$ cat config.mk
export PLATFORM = sky130hd
export DESIGN_NAME = axil_memtest
export DESIGN_NICKNAME = d
export VERILOG_FILES = /design/src/rtl/axil_memtest_pkg.sv /design/src/rtl/axil_memtest_pattern.sv /design/src/rtl/axil_memtest.sv
export SDC_FILE = /design/constraint.sdc
export NUM_CORES = 1
export LEC_CHECK = 0
export CORE_MARGIN = 2
export CORE_UTILIZATION = 35
export CTS_CLUSTER_DIAMETER = 40
export DETAILED_ROUTE_END_ITERATION = 8
export GPL_TIMING_DRIVEN = 0
export PLACE_DENSITY = 0.77
export RECOVER_POWER = 100
export SETUP_SLACK_MARGIN = 0.05
export SLEW_MARGIN = 20
export SYNTH_ARGS = -nofsm -noshare
export SYNTH_HDL_FRONTEND = slang
export SYNTH_SLANG_ARGS = --single-unit
$ cat constraint.sdc
create_clock -name clk -period 4.5 [get_ports clk]
set_clock_uncertainty 0.1 [all_clocks]
set_input_delay 0.9 -clock clk [delete_from_list [all_inputs] [get_ports clk]]
set_output_delay 0.9 -clock clk [all_outputs]
set_load 0.02 [all_outputs]
$ cat src/rtl/axil_memtest_pkg.sv
// rtl/axil_memtest_pkg.sv - FSM states, response code and pattern constants for axil_memtest
package axil_memtest_pkg;

    typedef enum logic [2:0] {
        IDLE,
        WR_REQ,
        WR_RESP,
        RD_REQ,
        RD_DATA,
        DONE
    } state_t;

    localparam logic [1:0] RESP_OKAY = 2'b00;

    // x^32 + x^22 + x^2 + x + 1, right-shifting Galois form
    localparam int LFSR_WIDTH = 32;
    localparam logic [LFSR_WIDTH-1:0] LFSR_POLY = 32'h8020_0003;

    localparam logic [31:0] ADDR_PATTERN_KEY = 32'hA5A5_A5A5;

    function automatic logic [LFSR_WIDTH-1:0] lfsr_step(input logic [LFSR_WIDTH-1:0] s);
        return s[0] ? ((s >> 1) ^ LFSR_POLY) : (s >> 1);
    endfunction

endpackage

$ cat src/rtl/axil_memtest_pattern.sv
// rtl/axil_memtest_pattern.sv - per-word test data; LFSR source when AXIL_MEMTEST_LFSR_EN is defined
module axil_memtest_pattern
    import axil_memtest_pkg::*;
#(
    parameter int                    DATA_WIDTH = 32,
    parameter int                    ADDR_WIDTH = 16,
    parameter int                    STRB_WIDTH = DATA_WIDTH / 8,
    parameter logic [ADDR_WIDTH-1:0] BASE_ADDR  = '0,
    parameter logic [31:0]           SEED       = 32'h1
) (
    input  logic                  clk,
    input  logic                  rst,
    input  logic                  reseed,
    input  logic                  advance,
    input  logic [ADDR_WIDTH-1:0] index,
    output logic [DATA_WIDTH-1:0] data
);

    logic [31:0] word;

`ifdef AXIL_MEMTEST_LFSR_EN
    logic [LFSR_WIDTH-1:0] lfsr;
    logic                  unused_cfg;

    assign unused_cfg = ^{index, BASE_ADDR, 8'(STRB_WIDTH)};

    // Reseed wins over advance so the read phase replays the write sequence.
    always_ff @(posedge clk or posedge rst) begin
        if (rst) begin
            lfsr <= SEED;
        end else if (reseed) begin
            lfsr <= SEED;
        end else if (advance) begin
            lfsr <= lfsr_step(lfsr);
        end
    end

    assign word = lfsr;
`else
    localparam int STRB_SHIFT = $clog2(STRB_WIDTH);

    logic [ADDR_WIDTH-1:0] addr;
    logic                  unused_ctrl;

    assign unused_ctrl = ^{clk, rst, reseed, advance, SEED};
    assign addr        = BASE_ADDR + (index << STRB_SHIFT);
    assign word        = 32'(addr) ^ ADDR_PATTERN_KEY;
`endif

    always_comb begin
        for (int i = 0; i < DATA_WIDTH; i++) begin
            data[i] = word[i % 32];
        end
    end

endmodule

$ cat src/rtl/axil_memtest.sv
// rtl/axil_memtest.sv - AXI-Lite write/read-back memory tester; pattern source selected by AXIL_MEMTEST_LFSR_EN
module axil_memtest
    import axil_memtest_pkg::*;
#(
    parameter int                    DATA_WIDTH = 32,
    parameter int                    ADDR_WIDTH = 16,
    parameter int                    STRB_WIDTH = DATA_WIDTH / 8,
    parameter logic [ADDR_WIDTH-1:0] BASE_ADDR  = '0,
    parameter int                    WORD_COUNT = 16,
    parameter logic [31:0]           SEED       = 32'h1
) (
    input  logic                  clk,
    input  logic                  rst,
    input  logic                  start,
    output logic                  busy,
    output logic                  done,
    output logic                  pass,
    output logic [15:0]           err_count,
    output logic [ADDR_WIDTH-1:0] first_err_addr,
    output logic [ADDR_WIDTH-1:0] m_axil_awaddr,
    output logic [2:0]            m_axil_awprot,
    output logic                  m_axil_awvalid,
    input  logic                  m_axil_awready,
    output logic [DATA_WIDTH-1:0] m_axil_wdata,
    output logic [STRB_WIDTH-1:0] m_axil_wstrb,
    output logic                  m_axil_wvalid,
    input  logic                  m_axil_wready,
    input  logic [1:0]            m_axil_bresp,
    input  logic                  m_axil_bvalid,
    output logic                  m_axil_bready,
    output logic [ADDR_WIDTH-1:0] m_axil_araddr,
    output logic [2:0]            m_axil_arprot,
    output logic                  m_axil_arvalid,
    input  logic                  m_axil_arready,
    input  logic [DATA_WIDTH-1:0] m_axil_rdata,
    input  logic [1:0]            m_axil_rresp,
    input  logic                  m_axil_rvalid,
    output logic                  m_axil_rready
);

    localparam int                    STRB_SHIFT = $clog2(STRB_WIDTH);
    localparam logic [ADDR_WIDTH-1:0] LAST_INDEX = ADDR_WIDTH'(WORD_COUNT - 1);

    state_t                state, state_next;
    logic [ADDR_WIDTH-1:0] index;
    logic [ADDR_WIDTH-1:0] word_addr;
    logic [DATA_WIDTH-1:0] pattern;
    logic                  aw_done, w_done;
    logic                  load, reseed, advance, step_index, word_err;

    assign word_addr      = BASE_ADDR + (index << STRB_SHIFT);
    assign m_axil_awaddr  = word_addr;
    assign m_axil_araddr  = word_addr;
    assign m_axil_awprot  = 3'b000;
    assign m_axil_arprot  = 3'b000;
    assign m_axil_wdata   = pattern;
    assign m_axil_wstrb   = '1;
    assign pass           = done && (err_count == 16'h0000);

    axil_memtest_pattern #(
        .DATA_WIDTH (DATA_WIDTH),
        .ADDR_WIDTH (ADDR_WIDTH),
        .STRB_WIDTH (STRB_WIDTH),
        .BASE_ADDR  (BASE_ADDR),
        .SEED       (SEED)
    ) u_pattern (
        .clk     (clk),
        .rst     (rst),
        .reseed  (reseed),
        .advance (advance),
        .index   (index),
        .data    (pattern)
    );

    always_ff @(posedge clk or posedge rst) begin
        if (rst) begin
            state <= IDLE;
        end else begin
            state <= state_next;
        end
    end

    always_comb begin
        state_next     = state;
        load           = 1'b0;
        reseed         = 1'b0;
        advance        = 1'b0;
        step_index     = 1'b0;
        word_err       = 1'b0;
        busy           = 1'b0;
        done           = 1'b0;
        m_axil_awvalid = 1'b0;
        m_axil_wvalid  = 1'b0;
        m_axil_bready  = 1'b0;
        m_axil_arvalid = 1'b0;
        m_axil_rready  = 1'b0;
        case (state)
            IDLE, DONE: begin
                done = (state == DONE);
                if (start) begin
                    load       = 1'b1;
                    reseed     = 1'b1;
                    state_next = WR_REQ;
                end
            end
            WR_REQ: begin
                busy           = 1'b1;
                m_axil_awvalid = !aw_done;
                m_axil_wvalid  = !w_done;
                if ((aw_done || m_axil_awready) && (w_done || m_axil_wready)) begin
                    state_next = WR_RESP;
                end
            end
            WR_RESP: begin
                busy          = 1'b1;
                m_axil_bready = 1'b1;
                if (m_axil_bvalid) begin
                    word_err   = (m_axil_bresp != RESP_OKAY);
                    advance    = 1'b1;
                    step_index = 1'b1;
                    if (index == LAST_INDEX) begin
                        reseed     = 1'b1;
                        state_next = RD_REQ;
                    end else begin
                        state_next = WR_REQ;
                    end
                end
            end
            RD_REQ: begin
                busy           = 1'b1;
                m_axil_arvalid = 1'b1;
                if (m_axil_arready) begin
                    state_next = RD_DATA;
                end
            end
            RD_DATA: begin
                busy          = 1'b1;
                m_axil_rready = 1'b1;
                if (m_axil_rvalid) begin
                    word_err   = (m_axil_rdata != pattern) || (m_axil_rresp != RESP_OKAY);
                    advance    = 1'b1;
                    step_index = 1'b1;
                    state_next = (index == LAST_INDEX) ? DONE : RD_REQ;
                end
            end
            default: state_next = IDLE;
        endcase
    end

    // aw_done/w_done remember which half of the write has already handshaken.
    always_ff @(posedge clk or posedge rst) begin
        if (rst) begin
            index          <= '0;
            err_count      <= '0;
            first_err_addr <= '0;
            aw_done        <= 1'b0;
            w_done         <= 1'b0;
        end else begin
            if (load) begin
                index          <= '0;
                err_count      <= '0;
                first_err_addr <= '0;
            end else begin
                if (step_index) begin
                    index <= (index == LAST_INDEX) ? '0 : index + 1'b1;
                end
                if (word_err) begin
                    if (err_count == 16'h0000) begin
                        first_err_addr <= word_addr;
                    end
                    if (err_count != 16'hFFFF) begin
                        err_count <= err_count + 16'd1;
                    end
                end
            end
            if (state_next != WR_REQ) begin
                aw_done <= 1'b0;
                w_done  <= 1'b0;
            end else begin
                if (m_axil_awvalid && m_axil_awready) aw_done <= 1'b1;
                if (m_axil_wvalid && m_axil_wready)   w_done  <= 1'b1;
            end
        end
    end

endmodule

After elaboration in Yosys (flattened, before gate mapping)
Cells that the tools add are included.
Widths: inputs -> output; s select.
- register bits: 53
- input bits: 44
- output and inout bits: 114
- logic and storage cells: 77
- $add $sub $neg: 2
- equality and inequality tests: 9
- mux-type cells: 36
- bitwise gates (word level): 1
- reduce and logical (&&, ||, !) cells: 23
- operators by type and width (operator ; count):
    $mux 16 ; 9
    $add 16x1->16 const B ; 2
    $ne 32x32->1 ; 1
    $mux 3 ; 6
    $mux 1 ; 17
    $eq 16x4->1 const B ; 1
    $logic_not 16->1 ; 1
    $ne 16x16->1 const B ; 1
    $not 8->16 ; 1
    $reduce_bool 2->1 ; 8
    $pmux 3 s5 ; 1
    $eq 3x2->1 const B ; 2
    $eq 3x3->1 const B ; 2
    $logic_and 1x1->1 ; 4
    $pmux 1 s2 ; 2
    $reduce_and 2->1 ; 2
    $reduce_or 4->1 ; 1
    $eq 3x1->1 const B ; 1
    $logic_not 3->1 ; 1
    $logic_or 1x1->1 ; 3
    $ne 3x1->1 const B ; 1
    $logic_not 1->1 ; 2
    $mux 2 ; 1
    $reduce_or 2->1 ; 1

Depth between registers and ports, before layout
- depth after elaboration: 7
- gate-level depth with buffers: 9
- depth with buffers taken out: 7

Modules after synthesis
A second synthesis with hierarchy kept.
- cell total of the unflattened synthesis: 451
- area, all modules: 3880.0 um^2
- by module, submodules not included (module ; times used ; cells each ; area an instance (um^2) ; seq. area each (um^2)):
    axil_memtest ; 1 ; 417 ; 3658.5 ; 1276.2
    axil_memtest_pattern ; 1 ; 34 ; 221.5 ; 0.0

Least setup slack after synthesis
OpenSTA, ideal clock, no wires.
- path kind: input to register
- from: input port m_axil_rdata[30]
- to: register err_count[14]
- library setup time: 0.120 ns
- data arrival time: 2.508 ns
- data required time: 4.280 ns
- path slack: 1.772 ns
- stages: 8
- buffers on the path: 2
- cell sequence: nand4b_1 -> nor4_1 -> o2111ai_2 -> nor4_4 -> buf_6 -> buf_12 -> nor2_2 -> o211a_1
- longest elaborated chain between the ends: 6
- ends and longest elaborated chain (element ; RTL line ; RTL):
    start, declared ; axil_memtest.sv:35 ; input logic [DATA_WIDTH-1:0] m_axil_rdata,
    $ne 32x32->1 ; axil_memtest.sv:140 ; word_err = (m_axil_rdata != pattern) || (m_axil_rresp != RESP_OKAY);
    $logic_or 1x1->1 ; axil_memtest.sv:140 ;
    $mux 1 ; axil_memtest.sv:139 ; if (m_axil_rvalid) begin
    $pmux 1 s2 ; axil_memtest.sv:97 ; case (state)
    $reduce_bool 2->1 (no source line) ; - ;
    $reduce_and 2->1 (no source line) ; - ;
    end signal, assigned ; axil_memtest.sv:172 ; err_count <= err_count + 16'd1;
    end, declared ; axil_memtest.sv:18 ; output logic [15:0] err_count,
Every way passes these cells.
A chain may end at the register's enable or synchronous reset.

Final worst setup path
- from: input port m_axil_bvalid
- to: register first_err_addr[5]
- longest elaborated chain between the ends: 4
- ends and longest elaborated chain (element ; RTL line ; RTL):
    start, declared ; axil_memtest.sv:29 ; input logic m_axil_bvalid,
    $mux 1 ; axil_memtest.sv:117 ; if (m_axil_bvalid) begin
    $pmux 1 s2 ; axil_memtest.sv:97 ;
    $reduce_bool 2->1 (no source line) ; - ;
    $reduce_and 2->1 (no source line) ; - ;
    end signal, assigned ; axil_memtest.sv:169 ; first_err_addr <= word_addr;
    end, declared ; axil_memtest.sv:19 ; output logic [ADDR_WIDTH-1:0] first_err_addr,
Every way passes these cells.

==> flow_summary.ini <==
[run_status]
status = completed

[yosys]
synth_ff_type = dfrtp_1
synth_top_area_cell = dfrtp_1
syn_inst = 397
yosysUniqueCellTypes = 54
yosysMostFrequentCell = buf_4
yosys.area.top_type_share = 0.355
yosys_register_bits = 51
ys_top_cells_by_area = dfrtp_1, buf_4, xnor2_1, mux2i_1, nand2_1
synth_warnings = 0
async_reset_ff_frac = 1.00
ys_seq_area_frac = 0.355
synth_edf_count = 0
synth.avg_cell_area_um2 = 9.06
synth_area_mm2 = 0.00360
yosys-top-cells-count = buf_4, dfrtp_1, nand2_1

[worst_setup_path]
cp-end-kind = flip-flop
r2r_slack_ns = 1.37
critPathLaunchType = input port
cp_max_fo = 10
critical_path_required_ns = 4.63
crit_type = input port to flip-flop
cp.arrival_ns = 3.71

[sta]
finalCriticalPeriod_ns = 3.57
worst_pin_slew_ns = 1.19
max_freq_mhz = 280
slew_violations = 0
slew_headroom = 0.208
rsz0062_at_grt = false
setup_slack_ns = 0.927
setup_violations = 0
period_share = 0.794
tns_ns = 0
hold_viol_final = 0

[drt]
firstDrtPassIters = 4
viasPerCell = 4.78
drt_iter0_drc = 219
vias = 3335
routedWlPerCell_um = 14.1
ant_nets = 0
drc = 0
wl_um = 9800

[cts]
cts_resized = 0
hold_buffers = 0
path_clk_slew_ns = 0.10
cts_buffer_depth = 2
cts_tree = done
clk_latency_ns = 0.31
cts_sinks = 51
root_buffer = clkbuf_8
htreeDepth = 2
cts_setup_buffers = 0
numCtsBuffers = 5

[global_routing]
grt_start_max_net_pins = 33
grt_usage = 0.174
antenna_found_initial = 0
grt_pass1_vias = 3252
grt_overflow = 0
grt_first_pass_wirelength_um = 15900

[floorplan]
rows = 37
die_y_um = 105
io_pins = 158
die_w_um = 105
dieArea_mm2 = 0.0111
initial_core_util = 0.355
core_area_mm2 = 0.0101

[placed_design]
portBuffers = 123
place_congestion = 0.891
place_ws_ns = 1.02
place_area_mm2 = 0.00514
dpl.hpwl_um = 7760

[power_and_ir_drop]
totalPowerFinal_w = 0.00148
p_leak_nw = 2.49
peakVddDrop_v = 0.000230
pwr_density_cell_mw_per_mm2 = 285

[final_layout]
multi_input_area_mm2 = 0.00170
nets = 607
drive_above_1_share = 0.160
finalCoreUtilization = 0.512
syn_to_final_growth_pct = 44.3
seqCellArea_mm2 = 0.00128
num-fill-cells = 929
final_area_mm2 = 0.00519
diodes = 0

[flow_run]
drv_cap = 0

[worst_hold_path]
hold_path.class = flip-flop to flip-flop
-- where the power goes --
part | leakage, nW | total [W] | switching (W) | internal, W
clock | 0.0474 | 0.000285 | 0.000159 | 0.000126
sequential | 0.707 | 0.000533 | 0.0000417 | 0.000491
combinational | 1.73 | 0.000658 | 0.000378 | 0.000280
total | 2.49 | 0.00148 | 0.000579 | 0.000897
-- kinds of logic after synthesis --
| family | after synthesis | share of synthesized area |
|---|---|---|
| and+or+nand+nor | 144 | 0.229 |
| buffers and inverters | 106 | 0.198 |
| DFF | 51 | 0.355 |
| AOI/OAI and AO/OA | 46 | 0.0908 |
| xor gates and xnor gates | 30 | 0.0731 |
| muxes | 15 | 0.0418 |
| adders and majority gates | 3 | 0.0104 |
| other | 2 | 0.00209 |
-- critical path, cell delays in order --
cell           delay, ns
dlygate4sd3_1       0.61
o21ai_0             0.18
o2111ai_1           0.45
nor4_4              0.15
nor3b_1             0.91
buf_6               0.29
mux2i_1             0.21
-- routing by layer --
layer  vias to the layer above  global-route usage  routed length (um)
li1                       1612                   -                   -
met1                      1573               0.223                4100
met2                       138               0.294                4820
met3                        12              0.0396                 735
met4                         0              0.0467                 148
met5                         -                   0                   0
-- placed cells by master (no fill, tap or decap), drive strengths merged, types with 2 or more instances in the layout --
master         netlist  routed
nor3b                3       3
o211ai               4       4
and3                 2       2
o21ai                6       6
nor2b                2       2
clkbuf               5      13
dfrtp               51      51
clkdlybuf4s50        0      38
xor2                11      11
nor3                 5       5
o311ai               4       4
and4                 2       2
nor4                 8       8
o31ai                8       8
buf                 76      75
ha                   3       3
nand3               18      18
xnor2               19      19
dlygate4sd3          0      85
nand4               15      15
or3                  4       4
conb                 2      34
inv                 25      25
or4                 10      10
nor4b                3       3
nand2b               2       2
a21oi               16      16
mux2i               15      15
nand2               34      34
nand3b               2       2
nor4bb               3       3
nor2                26      26
-- metrics by stage --
stage	std cells	hold slack, ns
detailed placement	689	0.419
CTS	697	0.434
finish	697	0.427
global placement	688	0.413
floorplan	429	0.385
global route	697	0.455
-- flip-flops by register name, summed over array words and instances (netlist names) --
| name | flops |
|---|---|
| state | 3 |
| index | 16 |
| first_err_addr | 14 |
| err_count | 16 |
| w_done | 1 |
| aw_done | 1 |
-- final timing paths --
kind / from / to / cells after the start
min in group asynchronous: rst / err_count[6]$_DFFE_PP0P_ / 2
worst min register to register: first_err_addr[15]$_DFFE_PP0P_ / first_err_addr[15]$_DFFE_PP0P_ / 2
worst max register to register: state[0]$_DFF_PP0_ / first_err_addr[5]$_DFFE_PP0P_ / 7
worst max-delay path: m_axil_bvalid / first_err_addr[5]$_DFFE_PP0P_ / 7
max in group asynchronous: rst / first_err_addr[3]$_DFFE_PP0P_ / 3
worst min-delay path: first_err_addr[15]$_DFFE_PP0P_ / first_err_addr[15]$_DFFE_PP0P_ / 2
-- final cells by class --
type | instances | share of cell area
timing repair buffer | 124 | 0.238
clock buffer | 6 | 0.0159
sequential | 51 | 0.246
multi-input combinational | 272 | 0.328
inverter | 25 | 0.0181
tap | 136 | 0.0328
buffer | 81 | 0.118
clock inverter | 2 | 0.00313
Note: power is estimated with default switching activity, not from simulation.
